[src/rtl/hamming_scrub_ctrl.sv]
`default_nettype none
// ============================================================================
// Module      : hamming_scrub_ctrl
// Description : Background SECDED scrubber. Reads START..END (wrapping), writes
//               back single-bit corrections, counts and logs bad words.
// Revision    : 1.0  initial release
// ============================================================================
module hamming_scrub_ctrl #(
    parameter  int DATA_WIDTH  = 25,
    parameter  int MEM_AW      = 8,
    parameter  int CNT_W       = 16,
    localparam int LOC_WIDTH   = $clog2(DATA_WIDTH + 1 + $clog2(DATA_WIDTH + 1)),
    localparam int CODED_WIDTH = DATA_WIDTH + LOC_WIDTH + 1
) (
    input  logic                   clk,
    input  logic                   rst,
    input  logic                   start_i,
    input  logic                   stop_i,
    input  logic [MEM_AW-1:0]      start_addr_i,
    input  logic [MEM_AW-1:0]      end_addr_i,
    output logic                   busy_o,
    output logic                   done_o,
    output logic                   mem_req_o,
    output logic                   mem_we_o,
    output logic [MEM_AW-1:0]      mem_addr_o,
    output logic [CODED_WIDTH-1:0] mem_wdata_o,
    input  logic                   mem_gnt_i,
    input  logic                   mem_rvalid_i,
    input  logic [CODED_WIDTH-1:0] mem_rdata_i,
    output logic [CODED_WIDTH-1:0] dec_data_o,
    input  logic [LOC_WIDTH-1:0]   dec_loc_i,
    input  logic [1:0]             dec_nerr_i,
    output logic [CNT_W-1:0]       corr_cnt_o,
    output logic [CNT_W-1:0]       uncorr_cnt_o,
    output logic [MEM_AW-1:0]      first_bad_o,
    output logic                   first_bad_vld_o
);

    typedef enum logic [2:0] {
        S_IDLE    = 3'd0,
        S_RD_REQ  = 3'd1,
        S_RD_WAIT = 3'd2,
        S_CHECK   = 3'd3,
        S_WR_REQ  = 3'd4,
        S_NEXT    = 3'd5,
        S_DONE    = 3'd6
    } state_t;

    // One extra bit so a location equal to or beyond CODED_WIDTH is representable.
    localparam logic [LOC_WIDTH:0] c_coded_width = (LOC_WIDTH + 1)'(CODED_WIDTH);

    state_t                 r_state;
    logic                   r_busy;
    logic                   r_done;
    logic                   r_req;
    logic                   r_we;
    logic [MEM_AW-1:0]      r_addr;
    logic [MEM_AW-1:0]      r_end;
    logic [CODED_WIDTH-1:0] r_wdata;
    logic [CODED_WIDTH-1:0] r_dec_data;
    logic [CNT_W-1:0]       r_corr;
    logic [CNT_W-1:0]       r_uncorr;
    logic [MEM_AW-1:0]      r_first_bad;
    logic                   r_first_vld;

    logic [CODED_WIDTH-1:0] w_flip_mask;
    logic                   w_loc_ok;

    assign w_flip_mask = {{(CODED_WIDTH-1){1'b0}}, 1'b1} << dec_loc_i;
    assign w_loc_ok    = ({1'b0, dec_loc_i} < c_coded_width);

    always_ff @(posedge clk) begin
        if (rst) begin
            r_state     <= S_IDLE;
            r_busy      <= 1'b0;
            r_done      <= 1'b0;
            r_req       <= 1'b0;
            r_we        <= 1'b0;
            r_addr      <= '0;
            r_end       <= '0;
            r_wdata     <= '0;
            r_dec_data  <= '0;
            r_corr      <= '0;
            r_uncorr    <= '0;
            r_first_bad <= '0;
            r_first_vld <= 1'b0;
        end else begin
            r_done <= 1'b0;
            case (r_state)
                S_IDLE: begin
                    if (start_i) begin
                        r_addr      <= start_addr_i;
                        r_end       <= end_addr_i;
                        r_corr      <= '0;
                        r_uncorr    <= '0;
                        r_first_bad <= '0;
                        r_first_vld <= 1'b0;
                        r_busy      <= 1'b1;
                        r_req       <= 1'b1;
                        r_we        <= 1'b0;
                        r_state     <= S_RD_REQ;
                    end
                end
                S_RD_REQ: begin
                    if (mem_gnt_i) begin
                        r_req   <= 1'b0;
                        r_state <= S_RD_WAIT;
                    end
                end
                S_RD_WAIT: begin
                    if (mem_rvalid_i) begin
                        r_dec_data <= mem_rdata_i;
                        r_state    <= S_CHECK;
                    end
                end
                S_CHECK: begin
                    if (dec_nerr_i == 2'd0) begin
                        r_state <= S_NEXT;
                    end else if (dec_nerr_i == 2'd1 && w_loc_ok) begin
                        r_wdata <= r_dec_data ^ w_flip_mask;
                        r_req   <= 1'b1;
                        r_we    <= 1'b1;
                        if (r_corr != '1)
                            r_corr <= r_corr + 1'b1;
                        r_state <= S_WR_REQ;
                    end else begin
                        if (r_uncorr != '1)
                            r_uncorr <= r_uncorr + 1'b1;
                        if (!r_first_vld) begin
                            r_first_bad <= r_addr;
                            r_first_vld <= 1'b1;
                        end
                        r_state <= S_NEXT;
                    end
                end
                S_WR_REQ: begin
                    if (mem_gnt_i) begin
                        r_req   <= 1'b0;
                        r_we    <= 1'b0;
                        r_state <= S_NEXT;
                    end
                end
                S_NEXT: begin
                    // Only safe point to abort: no read or write-back is outstanding here.
                    if (stop_i || (r_addr == r_end)) begin
                        r_done  <= 1'b1;
                        r_state <= S_DONE;
                    end else begin
                        r_addr  <= r_addr + 1'b1;
                        r_req   <= 1'b1;
                        r_we    <= 1'b0;
                        r_state <= S_RD_REQ;
                    end
                end
                S_DONE: begin
                    r_busy  <= 1'b0;
                    r_state <= S_IDLE;
                end
                default: begin
                    r_busy  <= 1'b0;
                    r_req   <= 1'b0;
                    r_we    <= 1'b0;
                    r_state <= S_IDLE;
                end
            endcase
        end
    end

    assign busy_o          = r_busy;
    assign done_o          = r_done;
    assign mem_req_o       = r_req;
    assign mem_we_o        = r_we;
    assign mem_addr_o      = r_addr;
    assign mem_wdata_o     = r_wdata;
    assign dec_data_o      = r_dec_data;
    assign corr_cnt_o      = r_corr;
    assign uncorr_cnt_o    = r_uncorr;
    assign first_bad_o     = r_first_bad;
    assign first_bad_vld_o = r_first_vld;

endmodule
`default_nettype wire

[config.mk]
export PLATFORM = sky130hd
export DESIGN_NAME = hamming_scrub_ctrl
export DESIGN_NICKNAME = d
export VERILOG_FILES = /design/src/rtl/hamming_scrub_ctrl.sv
export SDC_FILE = /design/constraint.sdc
export NUM_CORES = 1
export LEC_CHECK = 0
export ABC_AREA = 1
export BUFFER_PORTS_ARGS = -buffer_cell sky130_fd_sc_hd__buf_4
export CAP_MARGIN = 20
export CORE_ASPECT_RATIO = 1.2
export CORE_UTILIZATION = 50
export DETAILED_ROUTE_END_ITERATION = 10
export GPL_TIMING_DRIVEN = 0
export PLACE_DENSITY = 0.8
export RECOVER_POWER = 25
export SYNTH_ARGS = -nofsm -noshare
export SYNTH_HDL_FRONTEND = slang
export SYNTH_SLANG_ARGS = --single-unit
[constraint.sdc]
create_clock -name clk -period 1.9 [get_ports clk]
set_input_delay 0.19 -clock clk [delete_from_list [all_inputs] [get_ports clk]]
set_output_delay 0.19 -clock clk [all_outputs]
set_load 0.01 [all_outputs]
==> results of run 1 <==
-- cell usage in the layout, fill, tap and decap left out, drive strengths merged --
cell and count:
nand2 172, nor2 143, buf 138, dfxtp 126
clkbuf 108, a21oi 85, o21ai 84, inv 73
nand3 70, xor2 53, dlygate4sd3 21, nand4 16
nor3 13, xnor2 8, clkinv 7, nor3b 4
ha 3, bufinv 3, mux2i 2, a31oi 2
a211oi 1, or2 1, o21bai 1, o31ai 1
-- how the worst max path moves through the flow --
stage / startpoint / endpoint / slack (ps) / cells after the start
floorplan: corr_cnt_o[0] / corr_cnt_o[14] / 100 / 9
global placement: corr_cnt_o[0] / corr_cnt_o[6] / -150 / 9
detailed placement: corr_cnt_o[0] / corr_cnt_o[3] / -160 / 9
CTS: r_state[2] / first_bad_o[6] / 8 / 12
global route: uncorr_cnt_o[0] / uncorr_cnt_o[6] / -20 / 9
finish: corr_cnt_o[0] / corr_cnt_o[3] / 100 / 9
-- registers in the layout (all words and copies together) (netlist names) --
signal / flops
corr_cnt_o: 16
first_bad_o: 8
r_state: 3
uncorr_cnt_o: 16
mem_addr_o: 8
busy_o: 1
mem_we_o: 1
first_bad_vld_o: 1
dec_data_o: 31
done_o: 1
r_end: 8
mem_req_o: 1
mem_wdata_o: 31
-- power groups by stage --
| stage | registers [mW] | logic [mW] | clock network, mW |
|---|---|---|---|
| 6_report | 3.33 | 2.71 | 3.44 |
| 5_1_grt | 3.37 | 3.03 | 3.58 |
| 3_3_place_gp | 3.36 | 2.63 | 0 |
| 2_1_floorplan | 3.43 | 1.58 | 0 |
| 4_1_cts | 3.32 | 2.72 | 3.45 |
| 3_5_place_dp | 3.37 | 2.67 | 0 |
-- timing repair --
action,4_1_cts,5_1_grt
setup buffers,3,8
endpoints found under the hold margin,21,0
pin swaps,4,6
hold buffers,21,0
setup endpoints to repair,49,83
gates resized for setup,4,15
-- final cells by class --
type | instances | area (um2) | share of cell area [%]
Timing Repair Buffer | 204 | 1370 | 16.1
Clock buffer | 21 | 470 | 5.52
Clock inverter | 11 | 156 | 1.84
Multi-Input combinational cell | 659 | 3330 | 39.1
Buffer | 42 | 189 | 2.22
Sequential cell | 126 | 2530 | 29.6
Tap cell | 161 | 201 | 2.36
Inverter | 72 | 270 | 3.17
-- routing by layer --
layer	GRT usage (%)	part of all wire (%)	up-vias
li1	-	-	3373
met3	6.02	6.5	40
met2	51.2	50	281
met1	34.2	40	3037
met5	0	0	-
met4	12.1	2.7	0
-- cell families (layout without fill, tap and decap cells) --
| kind of cell | count (synthesis) | after routing | share of synthesized area (%) |
|---|---|---|---|
| AOI/OAI and AO/OA | 174 | 174 | 14.0 |
| xor gates and xnor gates | 61 | 61 | 8.51 |
| adders and majority gates | 3 | 3 | 0.598 |
| buffers and inverters | 116 | 350 | 7.35 |
| DFF | 126 | 126 | 40.2 |
| muxes | 2 | 2 | 0.319 |
| and+or+nand+nor | 419 | 419 | 29.0 |
-- critical path: cells and delay by family, from the launching register on --
| family | cells | cell delay (ps) |
|---|---|---|
| compound gates | 1 | 60 |
| flops | 1 | 390 |
| fa+ha+maj | 1 | 210 |
| buf+inv | 1 | 170 |
| simple gates | 6 | 820 |
==> metrics.md, run 1 <==
| Metric | Value |
|---|---|
| Setup Viol. Count Final | 0 |
| Synth top cells by count | nand2_1, nor2_1, dfxtp_1 |
| Sequential area share after synthesis | about two fifths |
| Sink Count | ~130 |
| Hold Crit Depth | 3 |
| # port buffers | ~170 |
| CP Capture Type | flip-flop |
| Inst Count DP | around 1200 |
| Ys Warns | 0 |
| Predominant post-synthesis flop cell | dfxtp_1 |
| Core outline area | between 0.01 and 0.015 mm2 |
| Setup TNS | 0 ps |
| 1st-iter DRT viols | 322 |
| Most common cell in the netlist | nand2_1 |
| Overflow after GRT | 0 |
| Ant. Diodes | 0 |
| Psw | 3.26 mW |
| Run status | completed |
| Sequential share of power | a little over a third |
| Combinational power share | 28.6% |
| Area of placed instances | ~0.0078 mm2 |
| LEAKAGE | roughly 3.5 nW |
| Hold Slack | around 0.021 ps |
| Layout Cells excl Fill | 1296 |
| Worst Hold Endpoint | dec_data_o[26] |
| Synth top area cells | dfxtp_1, nand2_1, nor2_1, xor2_1, a21oi_1 |
| Max Clk Rate | ~560 MHz |
| Crit path launch type | flip-flop |
| DIE WIDTH | roughly 100 um |
| Worst reg2reg setup slack | approximately 100 ps |
| Final Wtd Congestion | a little over 0.9 |
| Max VDD drop | 0.000635 V |
| Pre-antenna DRT Iters | 5 |
| Largest net degree at the start of global routing | 17 |
| Max-cap violations | 0 |
| Num CTS Buffers | 17 |
| Clock Skews | approximately 9.6 ps |
| Layout cells sized above 1 | 17.7% |
| Clock-pin slew on the worst setup and hold paths | 60 ps |
| Switching Share | about a third |
| Post-synthesis register bit count | between 100 and 150 |
| Yosys top cell by area | dfxtp_1 |
| Setup Crit Path Kind | reg -> reg |
| Antenna-violating nets left | 0 |
| Post-Place Setup Slack | -162 ps |
| EDFF count, synth | 0 |
| Clk pwr share | a little over a third |
| Slew Limit Headroom | between 50% and 60% |
| Synth-to-layout area growth | 35.7% |
| Slowest cell on the critical path | dfxtp_2 |
| Clock root cell | clkbuf_16 |
| Synthesized area per cell | between 6 and 7 um2 |
| DRT Wirelength | 19.0 mm |
| Vias in the first global route | 6339 |
| Critical Path RT | about 2200 ps |
| Final core occ | a little over two thirds |
| Total power | about 9.5 mW |
| DR vias | between 6000 and 7000 |
| Worst setup margin | 100 ps |
| Async set or reset register ratio after synthesis | 0% |
| Worst endpoint data arrival time | 2070 ps |
| Vias per cell | 5.19 |
| Syn Std Cell Area | around 0.0063 mm2 |
| Hpwl dp | ~14 mm |
| CTS tree | yes |
| Period minus WS final | 1800 ps |
| Final hold violations | 0 |
| CTS H-tree depth | 4 |
| Min-delay src | mem_rdata_i[26] |
| HP Class | in -> reg |
| Die H | around 120 um |
| Period utilization | 94.7% |
| Std cell rows | 44 |
| Pins Over Slew Limit | 0 |
| Die footprint | about 0.013 mm2 |
| Reg2reg start | corr_cnt_o[0] |
| Total track usage | between 20% and 30% |
| Starting Density | about half |
| Post-Synthesis Cells | 901 |
| Post-synth net total | between 900 and 1000 |
| Power Dens Cells | 1110 mW/mm2 |
| Final nets | 1185 |
| Synth top area share | around two fifths |
| Capture point of the worst reg-to-reg path | corr_cnt_o[3] |
| Critical Path Fanout Max | 10 |
| Unique masters post-synth | 35 |
| Cell area after layout | 0.00852 mm2 |
| Cells on worst reg2reg path | 9 |
| Number of fill cells | 1091 |
| Routed wire per std cell | between 10 and 15 um |
| Worst Tran Pin Value | 611 ps |
| Int Power | just over 6 mW |
| First-pass GRT wire length | 30.7 mm |
| # IOs | ~180 |
| Cell Chain, Critical Path | ha_1 -> nand2_1 -> nor3_2 -> nand4_1 -> nand2_4 -> nand2_4 -> buf_6 -> nand2_1 -> a21oi_1 |
| CP max stage delay | between 300 and 400 ps |
| CTS Buffer Depth | 2 |
| Initial antenna violation count | 0 |
| Clock Latency Late Sink | between 400 and 500 ps |
| # DRC | 0 |
Note: power is estimated with default switching activity, not from simulation.
==> run 2, diff against run 1 <==
==> constraint.sdc (replaced) <==
create_clock -name clk -period 1.9 [get_ports clk]
set_input_delay 0.57 -clock clk [delete_from_list [all_inputs] [get_ports clk]]
set_output_delay 0.57 -clock clk [all_outputs]
set_load 0.01 [all_outputs]
==> run 2 against run 1 <==
Register-to-register slack about the same. Fmax decreased by 2.3%. Wire length decreased by 2.2%. Via count decreased by 1.5%. Critical endpoint is now r_end[1]. Largest cell class unchanged.
==> metrics.md, run 2 (synthesis gave the netlist of run 1 again) <==
| Metric | Value |
|---|---|
| Pins Over Slew Limit | 0 |
| First-pass GRT wire length | ~30 mm |
| Die H | ~120 um |
| DIE WIDTH | ~100 um |
| Clock Skews | 7.21 ps |
| Clock Latency Late Sink | between 400 and 500 ps |
| Vias in the first global route | 6171 |
| Total track usage | roughly 29% |
| Slew Limit Headroom | 58.9% |
| Worst Tran Pin Value | between 600 and 700 ps |
| 1st-iter DRT viols | about 310 |
| Largest net degree at the start of global routing | 17 |
| Hpwl dp | between 10 and 15 mm |
| Post-Place Setup Slack | -382 ps |
| Layout cells sized above 1 | a little under a fifth |
| CTS Buffer Depth | 2 |
| Total power | about 9.4 mW |
| Setup TNS | 0 ps |
| Hold Crit Depth | 3 |
| DRT Wirelength | between 15 and 20 mm |
| Initial antenna violation count | 0 |
| Power Dens Cells | roughly 1100 mW/mm2 |
| Overflow after GRT | 0 |
| Critical Path Fanout Max | 10 |
| LEAKAGE | 3.47 nW |
| Period utilization | between 90 and 100% |
| # port buffers | 172 |
| Period minus WS final | ~1800 ps |
| Setup Viol. Count Final | 0 |
| Final core occ | around two thirds |
| DR vias | 6632 |
| Setup Crit Path Kind | in -> reg |
| Ant. Diodes | 0 |
| # DRC | 0 |
| Crit path launch type | primary input |
| Die footprint | between 0.01 and 0.015 mm2 |
| Max Clk Rate | approximately 540 MHz |
| Antenna-violating nets left | 0 |
| Commonest non-fill, non-tap cells in the layout | nand2_1, nor2_1, buf_4 |
| Critical Path RT | approximately 2200 ps |
| Final nets | around 1200 |
| CTS H-tree depth | 4 |
| Starting Density | approximately 52% |
| Clock root cell | clkbuf_16 |
| CP Capture Type | flip-flop |
| Cts hold-fix bufs | 0 |
| Clock-pin slew on the worst setup and hold paths | ~60 ps |
| # IOs | approximately 180 |
| Final hold violations | 0 |
| HP Class | in -> reg |
| Worst endpoint data arrival time | ~2200 ps |
| Std cell rows | 44 |
| Max VDD drop | about 0.00063 V |
| Most common cell after layout, fill and taps aside | nand2_1 |
| Worst setup margin | ~57 ps |
| Pre-antenna DRT Iters | 7 |
| Final Wtd Congestion | 0.912 |
| Vias per cell | 5.20 |
| Synth-to-layout area growth | 32.5% |
| Run status | completed |
| Hold Slack | between 300 and 400 ps |
| Max-cap violations | 0 |
| Cells on worst reg2reg path | 9 |
| Core outline area | ~0.012 mm2 |
| Routed wire per std cell | between 10 and 15 um |
| CTS tree | yes |
| Num CTS Buffers | 17 |
| Sink Count | about 130 |
[run 2: final timing paths]
path,start,end,slack (ps)
worst min register to register,r_end[7],r_end[7],460
worst max-delay path,rst,r_end[1],60
worst max register to register,corr_cnt_o[0],corr_cnt_o[3],100
worst min-delay path,mem_rdata_i[9],dec_data_o[9],370
[run 2: area by class of cell]
| class | instances | area [um2] |
|---|---|---|
| Tap cell | 161 | 201 |
| Inverter | 72 | 270 |
| Fill cell | 1136 | 3840 |
| Buffer | 42 | 189 |
| Timing Repair Buffer | 183 | 1170 |
| Clock buffer | 21 | 470 |
| Sequential cell | 126 | 2530 |
| Clock inverter | 11 | 156 |
| Multi-Input combinational cell | 659 | 3340 |
[run 2: report_power, final]
group | switching, mW | internal (mW) | total [mW]
combinational | 1.65 | 1.02 | 2.67
sequential | 0.332 | 3.00 | 3.33
clock | 1.25 | 2.18 | 3.44
total | 3.24 | 6.20 | 9.44
[run 2: critical path, cell delays in order]
cell	delay [ps]
buf_4	130
inv_1	120
clkbuf_1	450
clkbuf_1	500
o21ai_0	230
a21oi_1	180
[run 2: timing repair]
item                                    in CTS  in global routing
buffers inserted                             3                  8
endpoints found under the setup margin      49                 80
pin swaps                                    4                  6
gates resized for setup                      4                 16
[run 2: per-layer routing]
layer  vias to the layer above  track usage, %  routed length, um
met5                         -               0                  0
met2                       270            49.8               9350
met4                         0            11.9                469
met3                        38            5.91               1240
met1                      2988            33.6               7530
li1                       3336               -                  -
[run 2: stage by stage]
stage / area (um2) / cells
floorplan: 6280 / 901
global placement: 7770 / 1234
detailed placement: 7770 / 1234
CTS: 8430 / 1268
global route: 8320 / 1275
finish: 8320 / 1275
==> run 3, diff against run 2 <==
- ABC_AREA: 1 -> not set
- PLACE_DENSITY: 0.8 -> 0.81
==> run 3 against run 2 <==
The flow now finishes with violations (setup timing). Global-route usage is 2.4 points higher. Sequential share of layout area decreased by 0.55 points. Worst setup slack got worse by 210 ps. Fmax decreased by 10%. Critical path depth is 1 lower. Synthesized area down 5.8%. Critical path type is now reg -> reg. Largest cell class unchanged. Highest routed layer unchanged.
==> metrics.md, run 3 <==
| Metric | Value |
|---|---|
| Run status | complete, but fails checks |
| Failing checks | setup timing |
| Starting Density | between 50% and 60% |
| 1st-iter DRT viols | 466 |
| Clock Latency Late Sink | 430 ps |
| Setup Viol. Count Final | 18 |
| DR vias | 6378 |
| HP Class | in -> reg |
| Initial antenna violation count | 0 |
| Num CTS Buffers | 17 |
| Slowest cell on the critical path | or4b_4 |
| Ys Warns | 0 |
| Pins Over Slew Limit | 0 |
| Sequential share of power | approximately two fifths |
| LEAKAGE | approximately 3.1 nW |
| Cells on worst reg2reg path | 5 |
| Cell area after layout | approximately 0.0085 mm2 |
| # IOs | around 180 |
| Layout cells sized above 1 | roughly 30% |
| Min-delay src | mem_rdata_i[2] |
| Routed wire per std cell | 17.5 um |
| EDFF count, synth | 0 |
| Std cell rows | between 40 and 50 |
| Layout Cells excl Fill | about 1100 |
| Max Clk Rate | between 400 and 500 MHz |
| Predominant post-synthesis flop cell | dfxtp_1 |
| Post-Synthesis Cells | between 700 and 800 |
| Total track usage | about 30% |
| # DRC | 0 |
| Number of fill cells | approximately 920 |
| Core outline area | between 0.01 and 0.015 mm2 |
| CTS H-tree depth | 4 |
| Sequential cell area | 0.00253 mm2 |
| First-pass GRT wire length | roughly 30 mm |
| Hpwl dp | about 13 mm |
| DIE WIDTH | a little over 100 um |
| Syn Std Cell Area | between 0.005 and 0.006 mm2 |
| Switching Share | ~28% |
| Combinational power share | between 10% and 20% |
| Hold Crit Depth | 3 |
| Crit path launch type | flip-flop |
| Reg2reg start | r_state[2] |
| Synth-to-layout area growth | 43.8% |
| Most common cell after layout, fill and taps aside | buf_4 |
| CTS Buffer Depth | 2 |
| CTS tree | yes |
| CP Capture Type | flip-flop |
| Sink Count | about 130 |
| Setup TNS | -1280 ps |
| Final nets | 1013 |
| Yosys top cell by area | dfxtp_1 |
| Critical Path RT | ~2300 ps |
| Clock root cell | clkbuf_16 |
| Synth top cells by count | nand2_1, dfxtp_1, a21oi_1 |
| Post-synthesis register bit count | approximately 130 |
| Worst Tran Pin Value | roughly 600 ps |
| Setup Crit Path Kind | reg -> reg |
| Ant. Diodes | 0 |
| Area of placed instances | between 0.007 and 0.008 mm2 |
| Cell Chain, Critical Path | or4b_4 -> and4_4 -> a221o_1 -> or4_1 -> o21ai_1 |
| Max VDD drop | 0.000578 V |
| Inst Count DP | around 1100 |
| Antenna-violating nets left | 0 |
| DRT Wirelength | 19.6 mm |
| Area of the multi-input gates | ~0.0035 mm2 |
| Worst Hold Endpoint | dec_data_o[2] |
| Synthesized area per cell | ~8.0 um2 |
| Period minus WS final | between 2000 and 2500 ps |
| Synth top area share | between 40% and 50% |
| Period utilization | 108% |
| Final Wtd Congestion | approximately 0.9 |
| Clock Skews | 7.61 ps |
| Die footprint | about 0.012 mm2 |
| Sequential area share after synthesis | a little over two fifths |
| Unique masters post-synth | 60 |
| Cts hold-fix bufs | 0 |
| Worst reg2reg setup slack | -150 ps |
| Critical Path Fanout Max | 5 |
| Die H | between 100 and 150 um |
| Slew Limit Headroom | between 50% and 60% |
| # port buffers | ~170 |
| Max-cap violations | 0 |
| Capture point of the worst reg-to-reg path | corr_cnt_o[7] |
| Synth top area cells | dfxtp_1, nand2_1, a21oi_1, nor2_1, a211oi_1 |
| Final hold violations | 0 |
| CP max stage delay | 530 ps |
| Largest net degree at the start of global routing | 17 |
| Commonest non-fill, non-tap cells in the layout | buf_4, nand2_1, dfxtp_1 |
| Int Power | around 5.1 mW |
| Worst setup margin | -153 ps |
| Clk pwr share | 45.9% |
| Vias per cell | 5.69 |
| Total power | slightly above 7 mW |
| Overflow after GRT | 0 |
| Async set or reset register ratio after synthesis | 0% |
| RSZ-0062 raised after global routing | true |
| Power Dens Cells | about 830 mW/mm2 |
| Post-synth net total | approximately 800 |
| Psw | 1.95 mW |
| Pre-antenna DRT Iters | 7 |
| Worst endpoint data arrival time | 2410 ps |
| Clock-pin slew on the worst setup and hold paths | 60 ps |
| Most common cell in the netlist | nand2_1 |
| Vias in the first global route | 5841 |
==> run 3: cell type report <==
cell class,instances,share of cell area (%)
Buffer,50,4.07
Clock buffer,17,5.00
Clock inverter,15,1.93
Inverter,11,0.485
Multi-Input combinational cell,549,41.1
Sequential cell,126,29.8
Tap cell,157,2.31
Timing Repair Buffer,195,15.3
==> run 3: repair_timing <==
| action | in CTS | in global routing |
|---|---|---|
| endpoints found under the setup margin | 90 | 116 |
| resized for setup | 43 | 88 |
| pin swaps | 21 | 25 |
| hold endpoints to repair | 0 | 0 |
| buffers inserted | 12 | 14 |
==> run 3: worst max-delay path by stage <==
stage | startpoint | to | cells past startpoint
floorplan | start_i | corr_cnt_o[7] | 5
global placement | rst | dec_data_o[2] | 5
detailed placement | rst | first_bad_o[1] | 5
CTS | r_state[2] | corr_cnt_o[7] | 6
global route | r_state[2] | corr_cnt_o[7] | 5
finish | r_state[2] | corr_cnt_o[7] | 5
==> run 3: power by group through the flow <==
stage / clock network, mW / logic, mW / registers, mW
after floorplan: 0 / 0.465 / 2.87
after global placement: 0 / 0.800 / 2.86
after detailed placement: 0 / 0.809 / 2.86
after CTS: 3.25 / 0.908 / 2.81
after global routing: 3.39 / 1.08 / 2.82
final: 3.25 / 1.01 / 2.81
==> run 3: cells by family after synthesis <==
kind of cell,Yosys count,synth area share (%)
adders and majority gates,3,0.634
muxes,3,0.508
buffers and inverters,65,4.48
and+or+nand+nor,327,26.3
AOI/OAI and AO/OA,169,18.5
DFF,126,42.6
xor gates and xnor gates,47,6.96
==> run 3: stage by stage <==
stage                     worst slack, ps  hold WS, ps  utilization [%]
after floorplan                      -173          448                -
after global placement               -459          446             64.7
after detailed placement             -457          448             64.7
after CTS                            -170          380             72.0
after global routing                 -211          393             73.5
final                                -153          385             73.5
==> run 3: worst max-delay path: cells and delay by family (launching register included) <==
family / cells / cell delay [ps]
AND/OR/NAND/NOR: 3 / 1180
AO/OA/AOI/OAI: 2 / 450
flip-flops: 1 / 360
==> run 3: metal layers <==
layer | track usage (%) | vias to the layer above | part of all wire, %
met3 | 5.76 | 53 | 6.0
li1 | - | 3034 | -
met5 | 0 | - | 0
met1 | 38.2 | 3005 | 40
met2 | 50.7 | 286 | 51
met4 | 16.0 | 0 | 3.3
